$ cat src/rtl/coded_lock_pkg.sv
// coded_lock_pkg
// Shared definitions for the coded lock and its key sender:
//   - button symbol encoding (2 bits per symbol)
//   - key sender FSM state enum
//   - small constant helpers used to size counters and decode symbols
package coded_lock_pkg;

    localparam logic [1:0] SYM_Q = 2'b00;
    localparam logic [1:0] SYM_U = 2'b01;
    localparam logic [1:0] SYM_N = 2'b10;
    localparam logic [1:0] SYM_B = 2'b11;

    typedef enum logic [2:0] {
        ST_IDLE  = 3'd0,
        ST_PRESS = 3'd1,
        ST_GAP   = 3'd2,
        ST_WAIT  = 3'd3,
        ST_DONE  = 3'd4
    } key_state_t;

    // Largest of three positive constants; sizes the shared timer.
    function automatic int max3(input int a, input int b, input int c);
        int m;
        m = a;
        if (b > m) m = b;
        if (c > m) m = c;
        return m;
    endfunction

    // Symbol to one-hot button vector, ordered {b, n, u, q}.
    function automatic logic [3:0] sym_onehot(input logic [1:0] s);
        logic [3:0] v;
        v = 4'b0000;
        case (s)
            SYM_Q:   v = 4'b0001;
            SYM_U:   v = 4'b0010;
            SYM_N:   v = 4'b0100;
            default: v = 4'b1000;
        endcase
        return v;
    endfunction

endpackage

$ cat src/rtl/coded_key_timer.sv
// coded_key_timer
// Loadable saturating up-counter shared by the PRESS, GAP and WAIT phases.
// Ports:
//   clk, rst_n  clock / asynchronous active-low reset
//   load        restart the count at 0 (used on every state change)
//   limit       terminal count for the current phase
//   tc          high while the count equals limit
module coded_key_timer #(
    parameter int W = 4
) (
    input  logic         clk,
    input  logic         rst_n,
    input  logic         load,
    input  logic [W-1:0] limit,
    output logic         tc
);

    logic [W-1:0] count;

    // Saturates at limit so it can never wrap while the FSM lingers.
    always_ff @(posedge clk or negedge rst_n) begin
        if (!rst_n) begin
            count <= '0;
        end else if (load) begin
            count <= '0;
        end else if (count != limit) begin
            count <= count + 1'b1;
        end
    end

    assign tc = (count == limit);

endmodule

$ cat src/rtl/coded_key_sender.sv
// coded_key_sender
// Plays a stored button code into a coded_lock as timed one-hot presses,
// then waits for the lock's LEDs and reports the verdict.
// Ports:
//   clk, rst_n     clock / asynchronous active-low reset
//   start          send request, sampled only in IDLE
//   code           symbol k at code[2k+1:2k], symbol 0 sent first
//   q, u, n, b     registered button drives, at most one high
//   led1, led2     lock open / lock error indicators
//   busy           high from the cycle after start acceptance through DONE
//   done           one-cycle verdict pulse
//   pass, fail     sticky verdict flags, cleared on the next accepted start
//   timeout        sticky, qualifies fail as "no response"
//   dbg_state      current FSM state (key_state_t encoding)
//
// Handshake: start is a level request; it is taken only on a cycle where the
// FSM is in IDLE, and is ignored otherwise. done/pass/fail/timeout all become
// valid in the same cycle; no acknowledge is required.
module coded_key_sender
    import coded_lock_pkg::*;
#(
    parameter int CODE_LEN       = 4,
    parameter int PRESS_CYCLES   = 4,
    parameter int GAP_CYCLES     = 4,
    parameter int TIMEOUT_CYCLES = 64
) (
    input  logic                  clk,
    input  logic                  rst_n,
    input  logic                  start,
    input  logic [2*CODE_LEN-1:0] code,
    output logic                  q,
    output logic                  u,
    output logic                  n,
    output logic                  b,
    input  logic                  led1,
    input  logic                  led2,
    output logic                  busy,
    output logic                  done,
    output logic                  pass,
    output logic                  fail,
    output logic                  timeout,
    output logic [2:0]            dbg_state
);

    localparam int CW = $clog2(max3(PRESS_CYCLES, GAP_CYCLES, TIMEOUT_CYCLES) + 1);
    localparam int IW = (CODE_LEN > 1) ? $clog2(CODE_LEN) : 1;

    localparam logic [CW-1:0] PRESS_LIM = CW'(PRESS_CYCLES - 1);
    localparam logic [CW-1:0] GAP_LIM   = CW'(GAP_CYCLES - 1);
    // WAIT lasts TIMEOUT_CYCLES+1 cycles: counts 0..TIMEOUT_CYCLES inclusive.
    localparam logic [CW-1:0] WAIT_LIM  = CW'(TIMEOUT_CYCLES);
    localparam logic [IW-1:0] LAST_IDX  = IW'(CODE_LEN - 1);

    key_state_t            state, next_state;
    logic [IW-1:0]         idx, idx_next;
    logic [2*CODE_LEN-1:0] code_r, code_next;
    logic [CW-1:0]         limit;
    logic                  tc;
    logic                  load;
    logic                  accept;
    logic                  set_pass, set_fail, set_to;
    logic [3:0]            btn_next;

    coded_key_timer #(.W(CW)) u_timer (
        .clk   (clk),
        .rst_n (rst_n),
        .load  (load),
        .limit (limit),
        .tc    (tc)
    );

    always_ff @(posedge clk or negedge rst_n) begin
        if (!rst_n) begin
            state <= ST_IDLE;
        end else begin
            state <= next_state;
        end
    end

    always_comb begin
        next_state = state;
        idx_next   = idx;
        code_next  = code_r;
        accept     = 1'b0;
        set_pass   = 1'b0;
        set_fail   = 1'b0;
        set_to     = 1'b0;
        case (state)
            ST_IDLE: begin
                if (start) begin
                    accept     = 1'b1;
                    code_next  = code;
                    idx_next   = '0;
                    next_state = ST_PRESS;
                end
            end
            ST_PRESS: begin
                if (led2) begin
                    set_fail   = 1'b1;
                    next_state = ST_DONE;
                end else if (tc) begin
                    next_state = ST_GAP;
                end
            end
            ST_GAP: begin
                if (led2) begin
                    set_fail   = 1'b1;
                    next_state = ST_DONE;
                end else if (tc) begin
                    if (idx == LAST_IDX) begin
                        next_state = ST_WAIT;
                    end else begin
                        idx_next   = idx + 1'b1;
                        next_state = ST_PRESS;
                    end
                end
            end
            ST_WAIT: begin
                // led2 wins over led1 when both arrive together.
                if (led2) begin
                    set_fail   = 1'b1;
                    next_state = ST_DONE;
                end else if (led1) begin
                    set_pass   = 1'b1;
                    next_state = ST_DONE;
                end else if (tc) begin
                    set_fail   = 1'b1;
                    set_to     = 1'b1;
                    next_state = ST_DONE;
                end
            end
            ST_DONE: begin
                next_state = ST_IDLE;
            end
            default: begin
                next_state = ST_IDLE;
            end
        endcase
    end

    always_comb begin
        limit = '0;
        case (state)
            ST_PRESS: limit = PRESS_LIM;
            ST_GAP:   limit = GAP_LIM;
            ST_WAIT:  limit = WAIT_LIM;
            default:  limit = '0;
        endcase
    end

    // Every phase starts timing from 0 on entry.
    assign load = (next_state != state);

    // Buttons are registered from the next-state decode so the first press
    // appears in the cycle right after start is accepted.
    always_comb begin
        btn_next = 4'b0000;
        if (next_state == ST_PRESS) begin
            btn_next = sym_onehot(code_next[2*int'(idx_next) +: 2]);
        end
    end

    always_ff @(posedge clk or negedge rst_n) begin
        if (!rst_n) begin
            idx          <= '0;
            code_r       <= '0;
            {b, n, u, q} <= 4'b0000;
            busy         <= 1'b0;
            done         <= 1'b0;
            pass         <= 1'b0;
            fail         <= 1'b0;
            timeout      <= 1'b0;
        end else begin
            idx          <= idx_next;
            code_r       <= code_next;
            {b, n, u, q} <= btn_next;
            busy         <= (next_state != ST_IDLE);
            done         <= (next_state == ST_DONE);
            if (accept) begin
                pass    <= 1'b0;
                fail    <= 1'b0;
                timeout <= 1'b0;
            end else begin
                pass    <= pass | set_pass;
                fail    <= fail | set_fail;
                timeout <= timeout | set_to;
            end
        end
    end

    assign dbg_state = state;

endmodule

$ cat config.mk
export PLATFORM = sky130hd
export DESIGN_NAME = coded_key_sender
export DESIGN_NICKNAME = d
export VERILOG_FILES = /design/src/rtl/coded_lock_pkg.sv /design/src/rtl/coded_key_timer.sv /design/src/rtl/coded_key_sender.sv
export SDC_FILE = /design/constraint.sdc
export NUM_CORES = 1
export LEC_CHECK = 0
export ABC_AREA = 1
export BUFFER_PORTS_ARGS = -buffer_cell sky130_fd_sc_hd__buf_4
export CORE_MARGIN = 2
export CORE_UTILIZATION = 50
export CTS_CLUSTER_SIZE = 25
export DETAILED_ROUTE_END_ITERATION = 8
export MAX_ROUTING_LAYER = met4
export PLACE_DENSITY = 0.82
export SKIP_LAST_GASP = 1
export SLEW_MARGIN = 20
export SYNTH_ARGS = -nofsm -noshare
export SYNTH_HDL_FRONTEND = slang
export SYNTH_SLANG_ARGS = --single-unit
$ cat constraint.sdc
create_clock -name clk -period 1.75 [get_ports clk]
set_input_delay 0.175 -clock clk [delete_from_list [all_inputs] [get_ports clk]]
set_output_delay 0.175 -clock clk [all_outputs]
set_load 0.005 [all_outputs]
After elaboration in Yosys (flattened, before gate mapping)
Index checks and enable logic that the tools add are counted.
- bits in registers: 29
- bits in latches: 0
- memory bits (writable): 0
- ROM bits: 0
- input bits: 13
- memories: 0
- $add $sub $neg: 2
- $mul: 0
- div/mod/pow operators: 0
- order comparisons: 0
- eq/ne operators: 11
- shift operators: 1
- multiplexer cells: 37
- bitwise operators: 3
- reductions and logical operators: 5
- operator list (kind ; number):
    $mux W3 ; 8
    $mux W8 ; 2
    $mux W1 ; 14
    $mux W7 ; 2
    $pmux W7 S2 ; 1
    $pmux W3 S4 ; 1
    $pmux W4 S3 ; 1
    $mux W2 ; 5
    $shiftx A8 B4 Y2 ; 1
    $add A7 B1 Y7 const B ; 1
    $eq A7 B7 Y1 ; 1
    $ne A7 B7 Y1 ; 1
    $eq A3 B1 Y1 const B ; 2
    $eq A3 B2 Y1 const B ; 2
    $eq A2 B2 Y1 const B ; 2
    $mux W4 ; 1
    $pmux W2 S2 ; 1
    $eq A3 B3 Y1 const B ; 1
    $logic_not A3 Y1 ; 1
    $ne A3 B3 Y1 ; 1
    $or A1 B1 Y1 ; 3
    $reduce_bool A3 Y1 ; 1
    $add A2 B1 Y2 const B ; 1
    $eq A2 B1 Y1 const B ; 1
    other kinds (4) ; 4

Longest topological paths before layout
- depth after elaboration: 11
- mapped depth: 15
- mapped depth without buffers: 15

Hierarchy
A second synthesis with hierarchy kept.
- cells, all modules: 234
- area total of the unflattened synthesis: 1741.7 um^2
- by module, submodules not included (module ; times used ; cells each ; area an instance (um^2) ; sequential area each (um^2)):
    coded_key_sender ; 1 ; 148 ; 1183.6 ; 550.5
    coded_key_timer ; 1 ; 86 ; 558.0 ; 175.2

Least setup slack after synthesis
No wires, ideal clock.
- path type: reg-to-reg
- start: reg state[0], in the netlist dbg_state[0]
- end: reg u_timer.count[0]
- setup time: 120 ps
- arrival time: 1604 ps
- data required time: 1630 ps
- slack: 26 ps
- stages on the path, launching flop included: 12
- path buffers: 0
- clock period less this slack: 1724 ps
- path through: dfrtp_1 -> nor2_2 -> nand2_1 -> nand3_1 -> nand2_4 -> nand2_4 -> inv_2 -> o211ai_1 -> nand3_1 -> o21a_1 -> nand3_2 -> nor2_1
- word-level cells in the longest chain between the ends: 10
- elaborated cells on any way between the ends: 20
- ends and longest elaborated chain (element ; line ; RTL):
    start: declaration ; coded_key_sender.sv:54 ; key_state_t state, next_state;
    start signal: assignment ; coded_key_sender.sv:76 ; state <= next_state;
    $eq A3 B2 Y1 / $eq A3 B1 Y1 (equally long branches) ; coded_key_sender.sv:88, coded_key_sender.sv:143 ;
    $reduce_or A2 Y1 (no line) ; -- ;
    $pmux W7 S2 ; coded_key_sender.sv:143 ; case (state)
    $eq A7 B7 Y1 ; coded_key_timer.sv:31 ; assign tc = (count == limit);
    $mux W3 ; coded_key_sender.sv:126 ; end else if (tc) begin
    $mux W3 ; coded_key_sender.sv:123 ; end else if (led1) begin
    $mux W3 ; coded_key_sender.sv:120 ; if (led2) begin
    $pmux W3 S4 ; coded_key_sender.sv:88 ; case (state)
    $ne A3 B3 Y1 ; coded_key_sender.sv:152 ; assign load = (next_state != state);
    $mux W7 / $reduce_bool A2 Y1 (equally long branches) ; -- ;
    end signal: assignment ; coded_key_timer.sv:27 ; count <= count + 1'b1;
    end: declaration ; coded_key_timer.sv:18 ; logic [W-1:0] count;
Several ways; a longest one is shown, not always the timed one.
A chain may end at the register's enable or synchronous reset.

Worst setup path after layout
- start: reg state[2], in the netlist dbg_state[2]
- end: reg u_timer.count[6]
- word-level cells in the longest chain between the ends: 10
- elaborated cells on any way between the ends: 20
- ends and longest elaborated chain (element ; line):
    $eq A3 B2 Y1 / $eq A3 B1 Y1 (equally long branches) ; coded_key_sender.sv:88, coded_key_sender.sv:143
    $reduce_or A2 Y1 (no line) ; --
    $pmux W7 S2 ; coded_key_sender.sv:143
    $eq A7 B7 Y1 ; coded_key_timer.sv:31
    $mux W3 ; coded_key_sender.sv:126
    $mux W3 ; coded_key_sender.sv:123
    $mux W3 ; coded_key_sender.sv:120
    $pmux W3 S4 (*) ; coded_key_sender.sv:88
    via next_state[0] ; coded_key_sender.sv:54
    $ne A3 B3 Y1 (*) ; coded_key_sender.sv:152
    $mux W7 / $reduce_bool A2 Y1 (equally long branches) ; --
Mark *: on every way through the listed nets, which the timed path passes. The rest lies on a longest branch.

==> summary.md <==
| Metric | Value |
|---|---|
| Worst-skew pair later-pin latency | 330 ps |
| Status | complete, but fails checks |
| Antenna Cells | 0 |
| Multi-input logic area | 863 um^2 |
| Die width | 59.1 um |
| Max-slew headroom | 74.9% |
| Worst-path fanout max | 7 |
| Most numerous cell on the critical path | nand2_2 |
| DRT iter0 DRCs | 35 |
| DR DRC count | 0 |
| Hold Path Cell Cnt | 3 |
| Clock transition at the registers of the reported paths | 90 ps |
| Post-Synthesis Cells | 178 |
| Crit-path max cell delay | 440 ps |
| CP Launch Point | dbg_state[2] |
| Tot GR Track Use | 22.7% |
| IO Pins | 25 |
| CP Cell Sequence | inv_2 -> nand3_4 -> nand2_2 -> nand2_2 -> nor2_4 -> nand2_4 -> o211ai_1 -> nand2_2 -> xor2_2 -> nand3_4 -> nor2_1 |
| Hold path start | code[0] |
| Async set-reset flop share out of synthesis | 100% |
| Post-synthesis register bit count | 29 |
| Clock share of power | 12.4% |
| R2R setup slack | -170 ps |
| Net switching fraction of the power | 43.3% |
| Max Cap Viol | 0 |
| Core Util, Final | 77.6% |
| Seq. cell area | 728 um^2 |
| Filler instances | 202 |
| Commonest non-fill, non-tap cell in the layout | buf_4 |
| Leakage power | 1.16 nW |
| RSZ-0062 raised after global routing | yes |
| Area added between synthesis and finish | 44.9% |
| Reg-to-Reg Start | dbg_state[2] |
| Setup crit end kind | flip-flop |
| Failing checks | negative setup slack |
| Most frequent cells in the layout | 48 x buf_4, 27 x dfrtp_1, 20 x inv_1 |
| First-pass GRT wire length | 5660 um |
| Fin. Hold Viols | 0 |
| Switching pwr | 1.63 mW |
| Initial antenna violation count | 0 |
| Setup_tns | -1520 ps |
| Synth Warn # | 0 |
| Commonest register cell after synthesis | dfrtp_1 |
| Final hold slack | 68.8 ps |
| Fraction of layout cells with a size suffix above 1 | 46.6% |
| TritonCTS buffer count | 5 |
| Final layout net count | 249 |
| Post-synth EDFFs | 0 |
| Detail-routed via count per cell | 5.32 |
| Clk root buf | clkbuf_4 |
| Synthesized area per cell | 8.51 um^2 |
| Vias | 1420 |
| Critical path startpoint category | flip-flop |
| Post-route ant nets | 0 |
| Die area | 3490 um^2 |
| Vias in the first global route | 1403 |
| Synth top area cells | dfrtp_1 48%, nand3_1 6.9%, nand2_1 6.7%, inv_1 5.7%, nor2_1 5.2% |
| PD cells | 1710 nW/um^2 |
| Core Rows | 19 |
| WP buf/inv | 1 |
| Peak supply drop | 0.00112 V |
| Initial core utilization | 53.6% |
| Cell variety after synth | 28 |
| Die Y | 59.1 um |
| Clock Path Buffers | 2 |
| FF-to-FF End | u_timer.count[6] |
| Final GP Congestion | 0.948 |
| Final min period | 1920 ps |
| Synth Cell Area | 1520 um^2 |
| FF-to-FF path depth | 11 |
| Tcrit/Tclk final | 110% |
| PortBufs | 24 |
| HPWL Detailed | 2390 um |
| Final worst slack | -171 ps |
| Worst clock skew | 4.16 ps |
| Register share of total power | 27.3% |
| Sequential-to-total area share from yosys stat | 47.9% |
| Measured slew at the worst slew-check pin | 376 ps |
| Slowest CP cell | dfrtp_1 |
| Core ar. | 2830 um^2 |
| Internal | 2.13 mW |
| H-tree Lvls | 2 |
| Routed WL | 3650 um |
| CP Data Arrival Time | 2180 ps |
| CP Class | reg2reg |
| Post-synth top area share | 47.9% |
| CP Data Required Time | 2010 ps |
| Wirelength per Cell | 13.7 um |
| Slew Viols, Final | 0 |
| Gr ovfl total | 0 |
| DR pass1 iterations | 4 |
| CTS tree | yes |
| Largest net degree at the start of global routing | 30 |
| WHS Endpoint | code_r[0] |
| Clk sink count | 29 |
| Post-synth net total | 192 |
| HP Class | in2reg |
| Delay-heaviest family, CP | simple AND/OR/NAND/NOR gates |
| Power share of the combinational group | 60.3% |
| Cell taking the most area after synthesis | dfrtp_1 |
| Final setup vio count | 11 |
| Fmax | 521 MHz |
-- cell type report --
cell class                      count  share of cell area, %
Inverter                           26                   4.67
Timing Repair Buffer               51                   17.9
Clock buffer                        7                   2.96
Tap cell                           31                   1.77
Clock inverter                      1                  0.228
Sequential cell                    29                   33.2
Multi-Input combinational cell    122                   39.3
-- power by group through the flow --
stage / registers (mW) / clock network, mW / logic [mW]
after floorplan: 1.01 / 0 / 1.11
after global placement: 1.00 / 0 / 1.84
after detailed placement: 1.01 / 0 / 1.88
after CTS: 1.00 / 0.471 / 1.97
after global routing: 1.05 / 0.500 / 2.49
final: 1.02 / 0.467 / 2.26
-- worst max-delay path by stage --
stage                                  end  depth (start not counted)
after floorplan           u_timer.count[0]                         11
after global placement    u_timer.count[4]                         10
after detailed placement  u_timer.count[1]                         10
after CTS                                b                         13
after global routing      u_timer.count[0]                         11
final                     u_timer.count[6]                         11
-- state kept, by name, summed over array words and instances (netlist names) --
register	flops
code_r	8
u_timer.count	7
dbg_state	3
idx	2
b	1
busy	1
done	1
fail	1
n	1
pass	1
q	1
timeout	1
u	1
-- cells by family (layout without fill, tap and decap cells) --
logic type / Yosys count / after routing / synth area share (%)
and+or+nand+nor: 93 / 93 / 31.1
DFF: 29 / 29 / 47.9
buffers and inverters: 27 / 85 / 6.77
AOI/OAI and AO/OA: 17 / 17 / 6.19
xor gates and xnor gates: 7 / 7 / 4.54
muxes: 4 / 4 / 2.64
adders and majority gates: 1 / 1 / 0.826
-- cells in the mapped netlist (all sizes together) (2+ instances only) --
| cell type | n |
|---|---|
| a21oi | 7 |
| o21ai | 6 |
| dfrtp | 29 |
| or2 | 4 |
| nand2 | 37 |
| nand3 | 24 |
| xor2 | 6 |
| o211ai | 2 |
| mux2i | 4 |
| nor2 | 24 |
| inv | 25 |
-- worst register-to-register path: cells and delay by family, from the launching register on --
kind	cells	cell delay [ps]
xor gates and xnor gates	1	220
and+or+nand+nor	8	840
AOI/OAI and AO/OA	1	260
DFF	1	440
buffers and inverters	1	110
-- through the flow --
step	setup WS, ps	cells	cell area (um^2)	power, mW
2_1_floorplan	26.2	178	1520	2.12
5_1_grt	-286	267	2200	4.04
6_report	-171	267	2200	3.76
3_5_place_dp	-227	255	1900	2.88
3_3_place_gp	-133	255	1900	2.84
4_1_cts	-131	265	2040	3.45
-- what timing repair did --
action | in CTS | in global routing
endpoints found under the setup margin | 12 | 12
pin swaps | 12 | 18
endpoints found under the hold margin | 29 | 0
hold buffers | 1 | 0
resized for setup | 14 | 34
buffers inserted | 1 | 2
-- layer usage --
metal	share of wire (%)	up-vias	routed length [um]	track usage, %
li1	-	682	-	-
met1	38	661	1390	23.5
met2	51	51	1870	38.3
met3	4.7	26	171	5.24
met4	5.7	0	208	14.9
met5	0	-	0	-
Note: power is estimated with default switching activity, not from simulation.
